==> config.mk <==
export PLATFORM = sky130hd
export DESIGN_NAME = id_stage_pipelined
export DESIGN_NICKNAME = d
export VERILOG_FILES = /design/src/rtl/id_stage_pipelined.sv
export SDC_FILE = /design/constraint.sdc
export NUM_CORES = 2
export LEC_CHECK = 0
export CAP_MARGIN = 10
export CORE_UTILIZATION = 60
export DETAILED_ROUTE_END_ITERATION = 8
export HOLD_SLACK_MARGIN = 0.05
export PLACE_DENSITY_LB_ADDON = 0.2
export SLEW_MARGIN = 0
export SYNTH_ARGS = -nofsm -noshare
export SYNTH_HDL_FRONTEND = slang
export SYNTH_SLANG_ARGS = --single-unit
==> constraint.sdc <==
create_clock -name i_clk -period 6.66 [get_ports i_clk]
set_input_delay 1.665 -clock i_clk [delete_from_list [all_inputs] [get_ports i_clk]]
set_output_delay 1.665 -clock i_clk [all_outputs]
set_load 0.02 [all_outputs]
==> src/rtl/id_stage_pipelined.sv <==
// -----------------------------------------------------------------------------
// id_stage_pipelined
//
// Pipelined MIPS instruction-decode stage. It decodes the instruction held in
// the IF/ID register, reads two operands from an internal 32-entry register
// file and captures everything into a registered ID/EX slot. Both sides use
// valid/ready handshakes. A load in the ID/EX slot whose destination feeds the
// incoming instruction causes exactly one bubble. A saturating counter records
// how many bubbles were inserted.
//
// Parameters
//   NBITS        datapath / register width (>= 32); immediates extend to NBITS
//   STALL_CNT_W  width of the hazard-bubble counter
//
// Ports
//   i_clk, i_rst            clock (rising edge), asynchronous active-low reset
//   i_valid, o_ready        upstream handshake (IF/ID -> ID)
//   i_pc, i_instruction     PC+4 and instruction of the incoming word
//   i_flush                 squash the ID/EX slot and drop the incoming word
//   i_wr_en, i_rd_sel,
//   i_wr_data               write-back port into the register file
//   i_ready, o_valid        downstream handshake (ID/EX -> EX)
//   o_pc .. o_mem_read      registered decode results of the ID/EX slot
//   o_stall_cnt             saturating count of inserted hazard bubbles
// -----------------------------------------------------------------------------
module id_stage_pipelined #(
    parameter int NBITS       = 32,
    parameter int STALL_CNT_W = 16
) (
    input  logic                   i_clk,
    input  logic                   i_rst,

    input  logic                   i_valid,
    input  logic [NBITS-1:0]       i_pc,
    input  logic [31:0]            i_instruction,
    output logic                   o_ready,
    input  logic                   i_flush,

    input  logic                   i_wr_en,
    input  logic [4:0]             i_rd_sel,
    input  logic [NBITS-1:0]       i_wr_data,

    input  logic                   i_ready,
    output logic                   o_valid,
    output logic [NBITS-1:0]       o_pc,
    output logic [NBITS-1:0]       o_rs_data,
    output logic [NBITS-1:0]       o_rt_data,
    output logic [NBITS-1:0]       o_imm_ext,
    output logic [5:0]             o_opcode,
    output logic [5:0]             o_funct,
    output logic [4:0]             o_rs,
    output logic [4:0]             o_rt,
    output logic [4:0]             o_rd,
    output logic [4:0]             o_shamt,
    output logic                   o_mem_read,
    output logic [STALL_CNT_W-1:0] o_stall_cnt
);

    // -------------------------------------------------------------------------
    // Opcodes with special decode behaviour
    // -------------------------------------------------------------------------
    localparam logic [5:0] OP_RTYPE = 6'h00;
    localparam logic [5:0] OP_J     = 6'h02;
    localparam logic [5:0] OP_JAL   = 6'h03;
    localparam logic [5:0] OP_BEQ   = 6'h04;
    localparam logic [5:0] OP_BNE   = 6'h05;
    localparam logic [5:0] OP_ANDI  = 6'h0C;
    localparam logic [5:0] OP_ORI   = 6'h0D;
    localparam logic [5:0] OP_XORI  = 6'h0E;
    localparam logic [5:0] OP_LUI   = 6'h0F;
    localparam logic [5:0] OP_LB    = 6'h20;
    localparam logic [5:0] OP_LH    = 6'h21;
    localparam logic [5:0] OP_LW    = 6'h23;
    localparam logic [5:0] OP_LBU   = 6'h24;
    localparam logic [5:0] OP_LHU   = 6'h25;
    localparam logic [5:0] OP_LWU   = 6'h27;
    localparam logic [5:0] OP_SB    = 6'h28;
    localparam logic [5:0] OP_SH    = 6'h29;
    localparam logic [5:0] OP_SW    = 6'h2B;

    typedef enum logic {
        RUN    = 1'b0,
        BUBBLE = 1'b1
    } state_t;

    state_t state, state_next;

    // -------------------------------------------------------------------------
    // Instruction fields
    // -------------------------------------------------------------------------
    logic [5:0]  opcode;
    logic [5:0]  funct;
    logic [4:0]  rs;
    logic [4:0]  rt;
    logic [4:0]  rd;
    logic [4:0]  shamt;
    logic [15:0] imm;

    assign opcode = i_instruction[31:26];
    assign rs     = i_instruction[25:21];
    assign rt     = i_instruction[20:16];
    assign rd     = i_instruction[15:11];
    assign shamt  = i_instruction[10:6];
    assign funct  = i_instruction[5:0];
    assign imm    = i_instruction[15:0];

    // -------------------------------------------------------------------------
    // Register file: r0 is hard-wired to zero and never written.
    // -------------------------------------------------------------------------
    logic [NBITS-1:0] rf [32];

    // NOTE: the register file is explicitly cleared by reset, so it must live
    // in an async-reset flop array rather than an inferred RAM macro.
    always_ff @(posedge i_clk or negedge i_rst) begin
        if (!i_rst) begin
            for (int i = 0; i < 32; i++) begin
                rf[i] <= '0;
            end
        end else if (i_wr_en && (i_rd_sel != 5'd0)) begin
            // NOTE: state updates use non-blocking assignments so every flop
            // samples pre-edge values regardless of statement order.
            rf[i_rd_sel] <= i_wr_data;
        end
    end

    // Reads see a same-cycle write-back (bypass); r0 always reads zero.
    logic [NBITS-1:0] rs_data;
    logic [NBITS-1:0] rt_data;

    assign rs_data = (rs == 5'd0)                     ? '0        :
                     (i_wr_en && (i_rd_sel == rs))    ? i_wr_data :
                                                        rf[rs];
    assign rt_data = (rt == 5'd0)                     ? '0        :
                     (i_wr_en && (i_rd_sel == rt))    ? i_wr_data :
                                                        rf[rt];

    // -------------------------------------------------------------------------
    // Immediate extension
    // -------------------------------------------------------------------------
    logic [NBITS-1:0] imm_ext;

    // NOTE: every variable written in a combinational block gets a default on
    // entry so no path leaves it unassigned (which would infer a latch).
    always_comb begin
        imm_ext = '0;
        case (opcode)
            OP_ANDI, OP_ORI, OP_XORI: begin
                imm_ext[15:0] = imm;
            end
            OP_LUI: begin
                // {imm,16'b0} is treated as a signed 32-bit value and widened.
                imm_ext        = {NBITS{imm[15]}};
                imm_ext[31:0]  = {imm, 16'h0000};
            end
            default: begin
                imm_ext        = {NBITS{imm[15]}};
                imm_ext[15:0]  = imm;
            end
        endcase
    end

    // -------------------------------------------------------------------------
    // Operand usage and load detection
    // -------------------------------------------------------------------------
    logic is_load;
    logic rs_used;
    logic rt_used;

    assign is_load = opcode inside {OP_LB, OP_LH, OP_LW, OP_LBU, OP_LHU, OP_LWU};
    assign rs_used = !(opcode inside {OP_J, OP_JAL});
    assign rt_used = opcode inside {OP_RTYPE, OP_BEQ, OP_BNE, OP_SB, OP_SH, OP_SW};

    // -------------------------------------------------------------------------
    // Load-use hazard: the load sitting in ID/EX writes a register that the
    // incoming instruction reads. Its data only exists after MEM, so the
    // dependent instruction has to wait one cycle.
    // -------------------------------------------------------------------------
    logic hazard;
    logic adv;

    assign hazard = i_valid && o_valid && o_mem_read && (o_rt != 5'd0) &&
                    (((o_rt == rs) && rs_used) || ((o_rt == rt) && rt_used));

    // The ID/EX slot may be overwritten when it is empty or EX is taking it.
    assign adv = !o_valid || i_ready;

    // -------------------------------------------------------------------------
    // Control FSM
    // -------------------------------------------------------------------------
    logic load_slot;    // capture the decoded instruction
    logic clear_slot;   // empty the ID/EX slot
    logic stall_inc;    // a bubble is being inserted

    always_ff @(posedge i_clk or negedge i_rst) begin
        if (!i_rst) begin
            state <= RUN;
        end else begin
            state <= state_next;
        end
    end

    always_comb begin
        state_next = state;
        o_ready    = 1'b0;
        load_slot  = 1'b0;
        clear_slot = 1'b0;
        stall_inc  = 1'b0;

        if (i_flush) begin
            // Flush wins over hazard and backpressure; the incoming word is
            // consumed and thrown away.
            o_ready    = 1'b1;
            clear_slot = 1'b1;
            state_next = RUN;
        end else if (adv && hazard && (state == RUN)) begin
            // Hold the dependent instruction upstream and send a bubble.
            clear_slot = 1'b1;
            stall_inc  = 1'b1;
            state_next = BUBBLE;
        end else if (adv) begin
            // In BUBBLE the hazard is ignored: the load has moved on, so the
            // dependent instruction is accepted now.
            o_ready    = 1'b1;
            state_next = RUN;
            if (i_valid) begin
                load_slot  = 1'b1;
            end else begin
                clear_slot = 1'b1;
            end
        end
        // Otherwise EX is stalling a full slot: everything holds.
    end

    // -------------------------------------------------------------------------
    // ID/EX register
    // -------------------------------------------------------------------------
    always_ff @(posedge i_clk or negedge i_rst) begin
        if (!i_rst) begin
            o_valid    <= 1'b0;
            o_pc       <= '0;
            o_rs_data  <= '0;
            o_rt_data  <= '0;
            o_imm_ext  <= '0;
            o_opcode   <= '0;
            o_funct    <= '0;
            o_rs       <= '0;
            o_rt       <= '0;
            o_rd       <= '0;
            o_shamt    <= '0;
            o_mem_read <= 1'b0;
        end else if (load_slot) begin
            o_valid    <= 1'b1;
            o_pc       <= i_pc;
            o_rs_data  <= rs_data;
            o_rt_data  <= rt_data;
            o_imm_ext  <= imm_ext;
            o_opcode   <= opcode;
            o_funct    <= funct;
            o_rs       <= rs;
            o_rt       <= rt;
            o_rd       <= rd;
            o_shamt    <= shamt;
            o_mem_read <= is_load;
        end else if (clear_slot) begin
            o_valid    <= 1'b0;
        end
    end

    // -------------------------------------------------------------------------
    // Saturating bubble counter
    // -------------------------------------------------------------------------
    always_ff @(posedge i_clk or negedge i_rst) begin
        if (!i_rst) begin
            o_stall_cnt <= '0;
        end else if (stall_inc && (o_stall_cnt != {STALL_CNT_W{1'b1}})) begin
            o_stall_cnt <= o_stall_cnt + STALL_CNT_W'(1);
        end
    end

endmodule

==> results.md <==
* Ports at 286
* Endpoint kind of the worst setup timing path: output pin
* DRC viols at 0
* Initial Utilization at 60.6%
* Hold Buf Count CTS at 0
* Largest net degree at the start of global routing at 155
* Synth warn at 0
* CP endpoint: o_ready
* Distinct cells, synth at 46
* Async S/R FF share, synth at 100%
* Synth Area in Compound Gates at 3.17%
* Area of the core at 0.102 sq mm
* Final Cycle Share at 86.2%
* Routability cong. at 0.852
* Hold Crit Class: reg -> reg
* Max-cap violations at 0
* Reg2Reg Setup Slack at 3310 ps
* Seq/Total Area, Yosys at 48.8%
* Critical Path RT at 4990 ps
* Critical path peak fanout at 2
* Simple-Gate Fraction of Synth Area at 1.98%
* Initial DRT Pass Iterations at 5
* CTS tree: done
* Vias per Instance at 7.02
* Clock latency on the worst-skew pair at 750 ps
* GRT Total Usage at 34.6%
* Clock slew at reported path FFs at 60 ps
* Post-Synth XOR/XNOR Area at 0.468%
* Clk buf depth at 3
* Setup Crit Path Kind: in -> out
* Clock sinks at 1203
* H-tree Lvls at 4
* WHS at 398 ps
* Die height at 323 um
* Post-CTS Resized at 0
* R2r startpoint: o_rt[4]$_DFFE_PN0P_
* Input/output buffers at 285
* Worst Tran Pin Value at 1310 ps
* WL final at 176 mm
* Final cell count without fillers at 5556
* Vias in the first global route at 40000
* Peak supply drop at 242 uV
* Max Freq at 0.174 GHz
* Leak Pwr at 30.1 nW
* Synthesized-area fraction occupied by adder cells at 0.0203%
* TritonCTS Buffers at 131
* Post-CTS Setup Bufs at 0
* Crit path launch type: primary input
* Post-route minimum period at 5740 ps
* Nets at 4193
* RSZ-0062 raised after global routing: no
* Fin. Hold Viols at 0
* Remaining Overflow, GRT at 0
* Max_slew headroom at 12.3%
* Largest family of logic cells by synthesized area: multiplexers
* Total placed cells including tap cells at 5319
* Slew Viols, Final at 0
* Antenna violations before repair at 3
* Status: finished, final reports clean
* Drt first-iter violations at 3797
* Synth Net Count at 4126
* ANT nets after route at 0
* DPL Wire Length at 101 mm
* First-pass GRT wire length at 264 mm
* Routed WL per cell at 31.6 um
* EDFF count, synth at 0
* Post-Syn Instances at 4018
* Syn Area/Cell at 15.4 sq um
* Mux share of post-synthesis cell area at 42.4%
* Primary FF master, synth: dfrtp_1
* Crit path launch: i_instruction[20]
* Synth Register Bits at 1203
* WP data arrival at 4080 ps
* Share of cells above drive strength 1 at 49.0%
* Finished Core Util at 68.7%
* Worst r2r path cells at 8
* Pwr Total at 21.9 mW
* Area growth syn-to-layout at 13.5%
* RR Endpoint: o_rs_data[23]$_DFFE_PN0P_
* Full die area at 0.104 sq mm
* Fin Clk Skew at 20.7 ps
* Via Count at 39000
* Setup TNS at 0 ps
* FILL cells at 6983
* Pwr dens at 313 mW/mm^2
* Setup-failing EPs final at 0
* CTS root buf: clkbuf_16
* Post-Syn Area at 0.0617 sq mm
* Die Span X at 323 um
* FP Rows at 117
flip-flops by register name, summed over array words and instances (netlist names):
register and count:
o_funct 6, o_imm_ext 32, o_mem_read 1, o_opcode 6, o_pc 32, o_rd 5
o_rs 5, o_rs_data 32, o_rt 5, o_rt_data 32, o_shamt 5, o_stall_cnt 16
o_valid 1, rf 1024, state 1
cells by family (layout without fill, tap and decap cells):
kind of cell               Yosys count  after routing
AOI/OAI and AO/OA                  254            254
xor gates and xnor gates            33             33
adders and majority gates            1              1
buffers and inverters              451            619
DFF                               1203           1203
muxes                             1822           1822
other                                0              2
and+or+nand+nor                    254            254
through the flow:
step	worst slack, ps	area, sq um
3_5_place_dp	938	65500
3_3_place_gp	920	65500
6_report	917	70000
5_1_grt	774	70000
4_1_cts	934	70000
2_1_floorplan	1930	61700
synth_stat cells, drive strengths merged, types with 7 or more instances:
cell	n	area share (%)
dfrtp	1203	49
mux2	1181	22
mux4	513	19
clkbuf	250	1.5
buf	195	1.7
mux2i	128	2.1
nand2	87	0.53
nor3	74	0.60
a221o	63	1.0
a221oi	61	0.87
o22ai	61	0.62
o21ai	38	0.31
nor2	30	0.18
xor2	28	0.40
a21oi	18	0.15
nand3	13	0.11
nor4	8	0.081
nand3b	7	0.085
nand4	7	0.071
nor3b	7	0.085
power by group:
part | leakage [nW] | switching [mW] | internal (mW)
sequential | 15.4 | 1.05 | 8.69
combinational | 12.5 | 1.83 | 2.80
clock | 2.21 | 3.04 | 4.51
total | 30.1 | 5.92 | 16.0
critical path: stages:
cell and delay (ps):
clkdlybuf4s50_1 450, xor2_1 180, nor4_1 460, o211ai_1 320, a21oi_4 230, nand2b_1 80, nor2b_1 130, clkdlybuf4s50_1 560
metal layers:
metal  up-vias  GRT usage, %  routed length [um]
met5         -             0                  29
met3       435          7.40               14800
li1      15700             -                   -
met1     21000          47.3               69000
met4         4          14.8                7700
met2      1798          54.2               84000
worst min-delay path by stage:
stage,startpoint,end,slack (ps),depth (start not counted)
floorplan,rf[1000]$_DFFE_PN0P_,rf[1000]$_DFFE_PN0P_,440,1
global placement,rf[997]$_DFFE_PN0P_,rf[997]$_DFFE_PN0P_,380,0
detailed placement,rf[1002]$_DFFE_PN0P_,rf[1002]$_DFFE_PN0P_,380,0
CTS,rf[1018]$_DFFE_PN0P_,rf[1018]$_DFFE_PN0P_,400,0
global route,rf[1021]$_DFFE_PN0P_,rf[1021]$_DFFE_PN0P_,410,0
finish,rf[1021]$_DFFE_PN0P_,rf[1021]$_DFFE_PN0P_,400,0
final cells by class:
cell class              instances  area, sq um  share of cell area [%]
flip-flops and latches       1203        30100                    43.0
multi-input cells            2364        29900                    42.7
clock buffers                 192         3870                    5.53
repair buffers                379         3820                    5.45
well taps                    1368         1710                    2.44
clock inverters                42          586                   0.836
inverters                       6         22.5                  0.0322
diodes                          2         5.00                 0.00715
layout by cell type (no fill, tap or decap), types with 3 or more instances in the layout:
cell and n:
buf_4 77, mux2i_1 128, clkbuf_1 28, xor2_1 28, inv_6 7, clkinv_2 19
nand3b_1 7, clkbuf_16 134, clkdlybuf4s50_1 277, and4_1 3, a21oi_1 17, o21ai_1 26
nand2_2 8, nor3_1 73, nand3_1 13, mux2_2 1181, a221oi_1 61, o21ai_0 11
dfrtp_1 1203, buf_8 4, clkbuf_8 31, mux4_2 513, nand2_4 10, nand4_1 7
nor4_1 7, inv_1 6, a31oi_1 4, nand2b_1 4, bufinv_16 12, buf_12 19
a221o_1 63, nor2_1 12, clkinv_8 3, nand2_1 69, xnor2_1 5, o22ai_1 61
nor3b_1 6, nor2_4 18
(Power assumes the default switching activity.)
